$ cat config.mk
export PLATFORM = sky130hd
export DESIGN_NAME = indicator_pos_ctrl
export DESIGN_NICKNAME = d
export VERILOG_FILES = /design/src/rtl/vga_timing_pkg.sv /design/src/rtl/frame_tick_gen.sv /design/src/rtl/indicator_pos_ctrl.sv
export SDC_FILE = /design/constraint.sdc
export NUM_CORES = 1
export LEC_CHECK = 0
export BUFFER_PORTS_ARGS = -buffer_cell sky130_fd_sc_hd__buf_2
export CAP_MARGIN = 40
export CORE_MARGIN = 1
export CORE_UTILIZATION = 49
export CTS_CLUSTER_SIZE = 8
export DETAILED_ROUTE_END_ITERATION = 8
export PLACE_DENSITY = 0.77
export SYNTH_ARGS = -nofsm -noshare
export SYNTH_HDL_FRONTEND = slang
export SYNTH_SLANG_ARGS = --single-unit
$ cat constraint.sdc
create_clock -name clk -period 5.4 [get_ports clk]
set_clock_uncertainty 0.2 [all_clocks]
set_input_delay 0.54 -clock clk [delete_from_list [all_inputs] [get_ports clk]]
set_output_delay 0.54 -clock clk [all_outputs]
set_load 0.01 [all_outputs]
$ cat src/rtl/vga_timing_pkg.sv
// Purpose: shared 640x480 VGA timing constants, box geometry, the request
//          bundle type and the controller state encoding used by the
//          frame-synchronous indicator blocks.
// Ports:   none (package).
package vga_timing_pkg;

  localparam int H_TOTAL   = 800;
  localparam int V_TOTAL   = 525;
  localparam int H_START   = 144;
  localparam int V_START   = 35;
  localparam int H_ACTIVE  = 640;
  localparam int V_ACTIVE  = 480;
  localparam int BOX       = 16;

  localparam int X_MAX     = H_START + H_ACTIVE - BOX;  // 768
  localparam int Y_MAX     = V_START + V_ACTIVE - BOX;  // 499
  localparam int TICK_LINE = V_START + V_ACTIVE;        // 515, first blank line

  typedef enum logic {
    S_IDLE = 1'b0,
    S_PEND = 1'b1
  } state_t;

  typedef struct packed {
    logic home;
    logic left;
    logic right;
    logic up;
    logic down;
  } req_t;

  // One BOX step along an axis, clamped to [lo, hi]. Opposing requests
  // cancel. Done in 11 bits so pos + BOX can never wrap.
  function automatic logic [9:0] step_clamp(
    input logic [9:0]  pos,
    input logic        dec,
    input logic        inc,
    input logic [10:0] lo,
    input logic [10:0] hi
  );
    logic [10:0] wide;
    logic [10:0] moved;
    wide       = {1'b0, pos};
    moved      = wide;
    step_clamp = pos;
    if (dec && !inc) begin
      if (wide < lo + 11'(BOX)) step_clamp = lo[9:0];
      else begin
        moved      = wide - 11'(BOX);
        step_clamp = moved[9:0];
      end
    end else if (inc && !dec) begin
      moved = wide + 11'(BOX);
      if (moved > hi) step_clamp = hi[9:0];
      else            step_clamp = moved[9:0];
    end
  endfunction

endpackage

$ cat src/rtl/frame_tick_gen.sv
// Purpose: detects the first pixel of vertical blank and produces a
//          combinational tick plus a registered one-cycle frame pulse.
// Ports:
//   clk        in  pixel clock
//   rst        in  synchronous active-low reset
//   h_val      in  horizontal counter 0..799
//   v_val      in  vertical counter 0..524
//   tick_c     out high for the single clk where h=0, v=TICK_LINE
//   frame_tick out tick_c delayed by one clk
module frame_tick_gen
  import vga_timing_pkg::*;
(
  input  logic       clk,
  input  logic       rst,
  input  logic [9:0] h_val,
  input  logic [9:0] v_val,
  output logic       tick_c,
  output logic       frame_tick
);

  logic frame_tick_reg;

  assign tick_c     = (h_val == 10'd0) && (v_val == 10'(TICK_LINE));
  assign frame_tick = frame_tick_reg;

  always_ff @(posedge clk) begin
    if (!rst) frame_tick_reg <= 1'b0;
    else      frame_tick_reg <= tick_c;
  end

endmodule

$ cat src/rtl/indicator_pos_ctrl.sv
// Purpose: owns the box detector's x/y position. Move/home pulses are
//          latched at any time and applied once per frame at the start of
//          vertical blank, so the box never tears mid-frame. Also runs a
//          frame-counted flash enable started by event_pulse.
// Ports:
//   clk         in  pixel clock
//   rst         in  synchronous active-low reset
//   h_val/v_val in  VGA counters
//   move_*      in  single-cycle step requests (BOX pixels)
//   home        in  single-cycle request to return to (H_START, V_START)
//   event_pulse in  (re)starts the flash
//   x_pos/y_pos out box top-left corner
//   flash_on    out high while the flash frame counter is nonzero
//   frame_tick  out one-cycle pulse per frame, aligned with position update
//   busy        out a request is waiting for the next frame tick
module indicator_pos_ctrl
  import vga_timing_pkg::*;
#(
  parameter int FLASH_FRAMES = 30
) (
  input  logic       clk,
  input  logic       rst,
  input  logic [9:0] h_val,
  input  logic [9:0] v_val,
  input  logic       move_left,
  input  logic       move_right,
  input  logic       move_up,
  input  logic       move_down,
  input  logic       home,
  input  logic       event_pulse,
  output logic [9:0] x_pos,
  output logic [9:0] y_pos,
  output logic       flash_on,
  output logic       frame_tick,
  output logic       busy
);

  localparam logic [5:0] FLASH_LOAD = 6'(FLASH_FRAMES);

  logic       tick_c;
  req_t       req_in;
  req_t       eff;
  req_t       pend_reg,  pend_next;
  state_t     state_reg, state_next;
  logic [9:0] x_reg,     x_next;
  logic [9:0] y_reg,     y_next;
  logic [5:0] cnt_reg,   cnt_next;
  logic       flash_reg;

  frame_tick_gen u_tick (
    .clk        (clk),
    .rst        (rst),
    .h_val      (h_val),
    .v_val      (v_val),
    .tick_c     (tick_c),
    .frame_tick (frame_tick)
  );

  assign req_in = '{home: home, left: move_left, right: move_right,
                    up: move_up, down: move_down};
  // Requests arriving in the tick cycle itself are applied immediately.
  assign eff    = req_t'(pend_reg | req_in);

  always_comb begin
    state_next = state_reg;
    pend_next  = req_t'(pend_reg | req_in);
    x_next     = x_reg;
    y_next     = y_reg;
    cnt_next   = cnt_reg;

    case (state_reg)
      S_IDLE:  if ((|req_in) && !tick_c) state_next = S_PEND;
      S_PEND:  if (tick_c) state_next = S_IDLE;
      default: state_next = S_IDLE;
    endcase

    if (tick_c) begin
      pend_next = '0;
      if (eff.home) begin
        x_next = 10'(H_START);
        y_next = 10'(V_START);
      end else begin
        x_next = step_clamp(x_reg, eff.left, eff.right, 11'(H_START), 11'(X_MAX));
        y_next = step_clamp(y_reg, eff.up,   eff.down,  11'(V_START), 11'(Y_MAX));
      end
    end

    // A load coincident with a tick wins over that tick's decrement.
    if (event_pulse)                      cnt_next = FLASH_LOAD;
    else if (tick_c && cnt_reg != 6'd0)   cnt_next = cnt_reg - 6'd1;
  end

  always_ff @(posedge clk) begin
    if (!rst) begin
      state_reg <= S_IDLE;
      pend_reg  <= '0;
      x_reg     <= 10'(H_START);
      y_reg     <= 10'(V_START);
      cnt_reg   <= 6'd0;
      flash_reg <= 1'b0;
    end else begin
      state_reg <= state_next;
      pend_reg  <= pend_next;
      x_reg     <= x_next;
      y_reg     <= y_next;
      cnt_reg   <= cnt_next;
      flash_reg <= (cnt_next != 6'd0);
    end
  end

  assign x_pos    = x_reg;
  assign y_pos    = y_reg;
  assign flash_on = flash_reg;
  assign busy     = (state_reg == S_PEND);

endmodule

==> out/metrics.csv <==
metric,value,unit
Reg-to-Reg Start,y_pos[5]$_SDFFE_PN1P_,
worst path cell trace,ha_1 > and3b_1 > o221ai_1 > a2111oi_0 > a2bb2oi_1 > nand2b_1 > o311a_1,
H-tree depth,1,
RSZ-0062 raised after global routing,false,
R2R cell count,7,
cell area after synthesis,2029,µm²
core region area,4000,µm²
Yosys top cell area share,26.63,%
Finished Cell Area,2276,µm²
CP max stage delay,0.47,ns
#FFs+latches synth,27,
Clock Tree Buf Depth,2,
drt first pass iters,4,
Post-Place Worst Slack,2.536,ns
first-pass GRT wire length,7.900,mm
Die Y-Extent,66.36,µm
measured slew at the worst slew-check pin,0.9433,ns
die area,4403,µm²
critical path class,flip-flop to flip-flop,
CTS resizes,0,
fmax,380.6,MHz
placed inst area,2230,µm²
met3 usage,2.414,%
HP Start,busy$_SDFF_PN0_,
layout cells sized above 1,20.34,%
grt met1 use,29.99,%
Ys Warns,0,
sequential area share after synthesis,26.63,%
grt ovf,0,
distinct cell type count after synthesis,65,
"Arr. time, crit path",2.65,ns
final non-filler cell total,345,
Worst R2R End,y_pos[6]$_SDFFE_PN0P_,
Root Buffer,clkbuf_8,
Routed WL,4.762,mm
Placement Rows,23,
drt drc,0,
"Worst Setup Slack, final",2.773,ns
"Hold-fix buffers, CTS",0,
Worst IR Drop VDD,0.00009347,V
layer with the highest usage,met2,
CP endpoint kind,flip-flop,
Hold Crit Depth,2,
vias per inst,5.867,
Power Density,166.8,nW/µm²
placed insts,341,
HP Class,flip-flop to flip-flop,
CTS tree,done,
Final #Nets,332,
GR Util All Layers,22.82,%
Post-CTS Setup Inserts,0,
WL per Instance,13.80,µm
IO Pins,51,
"top cells by area, synth","dfxtp_1 (27%), nor2_1 (5.7%), ha_1 (4.9%), a21oi_1 (4.4%), nor3_1 (4.2%)",
"EDFF count, synth",0,
Worst slew margin,36.63,%
Buffers on Ports,44,
Post-Synthesis Cells,261,
maximum number of pins on one net before global-route repair,16,
Iter 0 DRT Violations,114,
Final Slew Violations,0,
via count,2024,
met2 Track Usage GR,38.78,%
Sink Count,27,
initial antenna violation count,0,
max reg flops,7,
CP Launch Type,flip-flop,
MaxCap Viol Count,0,
Initial Utilization,50.74,%
Worst EP required,5.42,ns
Main synth FF type,dfxtp_1,
ratio of final minimum period to clock period,48.66,%
worst-skew pair later-pin latency,0.27,ns
area delta synth->final,12.15,%
crit path max-delay cell type,dfxtp_1,
TNS Setup,0,ns
asr flop ratio synth,0,%
Hold Fails Final Rpt,0,
Die Width,66.36,µm
GPL Wtd Cong,0.8474,
DRT antenna net count,0,
R2R setup slack,2.77,ns
vias in the first global route,1835,
P_leak,0.9164,nW
Avg Inst Size Synth,7.776,µm²
HPWL Detailed,3.563,mm
cts bufs inserted,3,
diode count,0,
clock slew at the register clock pins of the worst setup and hold paths,0.09,ns
Hold EP,busy$_SDFF_PN0_,
status,completed,
"area leader, netlist",dfxtp_1,
CP max FO,8,
final setup fails,0,
Period minus WS final,2.628,ns
[synth_stat cells, types with 5 or more instances]
library cell / number
xor2_1: 5
clkbuf_1: 9
o21ai_0: 10
xnor2_1: 8
nor2_1: 31
or3_1: 6
dfxtp_1: 27
nand3_1: 8
inv_1: 9
ha_1: 8
o21ai_1: 7
nand2_1: 18
nand4_1: 5
a21oi_1: 18
buf_4: 7
nor3_1: 17
[per-stage QoR]
step	hold WS, ns	util (%)	power (mW)
3_3_place_gp	0.2844	55.74	0.2663
3_5_place_dp	0.3005	55.74	0.2679
5_1_grt	0.3599	56.90	0.3962
6_report	0.3111	56.90	0.3797
4_1_cts	0.3172	56.90	0.3815
2_1_floorplan	0.2719	-	0.2492
[how the worst max path moves through the flow]
stage	start	endpoint	slack (ns)
finish	y_pos[5]$_SDFFE_PN1P_	y_pos[6]$_SDFFE_PN0P_	2.77
global route	y_pos[5]$_SDFFE_PN1P_	y_pos[6]$_SDFFE_PN0P_	2.59
CTS	y_pos[5]$_SDFFE_PN1P_	y_pos[6]$_SDFFE_PN0P_	2.81
detailed placement	h_val[1]	flash_on$_SDFF_PN0_	2.54
global placement	h_val[6]	flash_on$_SDFF_PN0_	2.68
floorplan	h_val[2]	flash_on$_SDFF_PN0_	2.87
[cell type report]
cell class / count / area, µm²
Fill cell: 398 / 1724
Clock inverter: 1 / 5.005
Inverter: 10 / 37.54
Sequential cell: 27 / 540.5
Timing Repair Buffer: 44 / 220.2
Multi-Input combinational cell: 210 / 1369
Tap cell: 50 / 62.56
Clock buffer: 3 / 41.29
[power breakdown]
group          leakage (nW)  switching, mW  total [mW]  internal, mW
registers             0.221        0.00399       0.209         0.205
clock network        0.0255         0.0643       0.116        0.0518
logic                 0.670         0.0331      0.0549        0.0218
[cell families (layout without fill, tap and decap cells)]
group / Yosys count / count (layout) / share of synthesized area [%]
AOI/OAI and AO/OA: 69 / 69 / 22.87
xor gates and xnor gates: 13 / 13 / 5.610
adders and majority gates: 8 / 8 / 4.932
buffers and inverters: 29 / 58 / 6.843
DFF: 27 / 27 / 26.63
other: 1 / 6 / 0.1848
and+or+nand+nor: 114 / 114 / 32.92
[layout by cell type, fill, tap and decap left out, drive strengths merged, types with 2 or more instances in the layout]
cell type  synthesis  routed
a21boi             2       2
a21oi             18      18
a311o              2       2
a311oi             3       3
a31oi              2       2
and2               3       3
and3               4       4
buf               10      44
clkbuf             9       3
conb               1       6
dfxtp             27      27
ha                 8       8
inv               10      10
nand2             19      19
nand2b             2       2
nand3              9       9
nand4              5       5
nor2              31      31
nor2b              2       2
nor3              19      19
nor4               3       3
nor4b              4       4
o211ai             3       3
o21a               2       2
o21ai             17      17
o22ai              2       2
o311ai             2       2
o31ai              2       2
or3                7       7
xnor2              8       8
xor2               5       5
[per-layer routing]
metal  share of wire [%]  vias up  wire, µm
li1                    -     1010         -
met1                  44      929      2108
met2                  48       80      2283
met3                 6.8        5       323
met4                0.99        0        47
met5                   0        -         0
[worst max-delay path, delay by kind of cell, from the launching register on]
kind | cells | cell delay [ns]
compound gates | 4 | 1.13
fa+ha+maj | 1 | 0.36
flops | 1 | 0.47
simple gates | 2 | 0.40
Power figures use the tool's default switching activity.
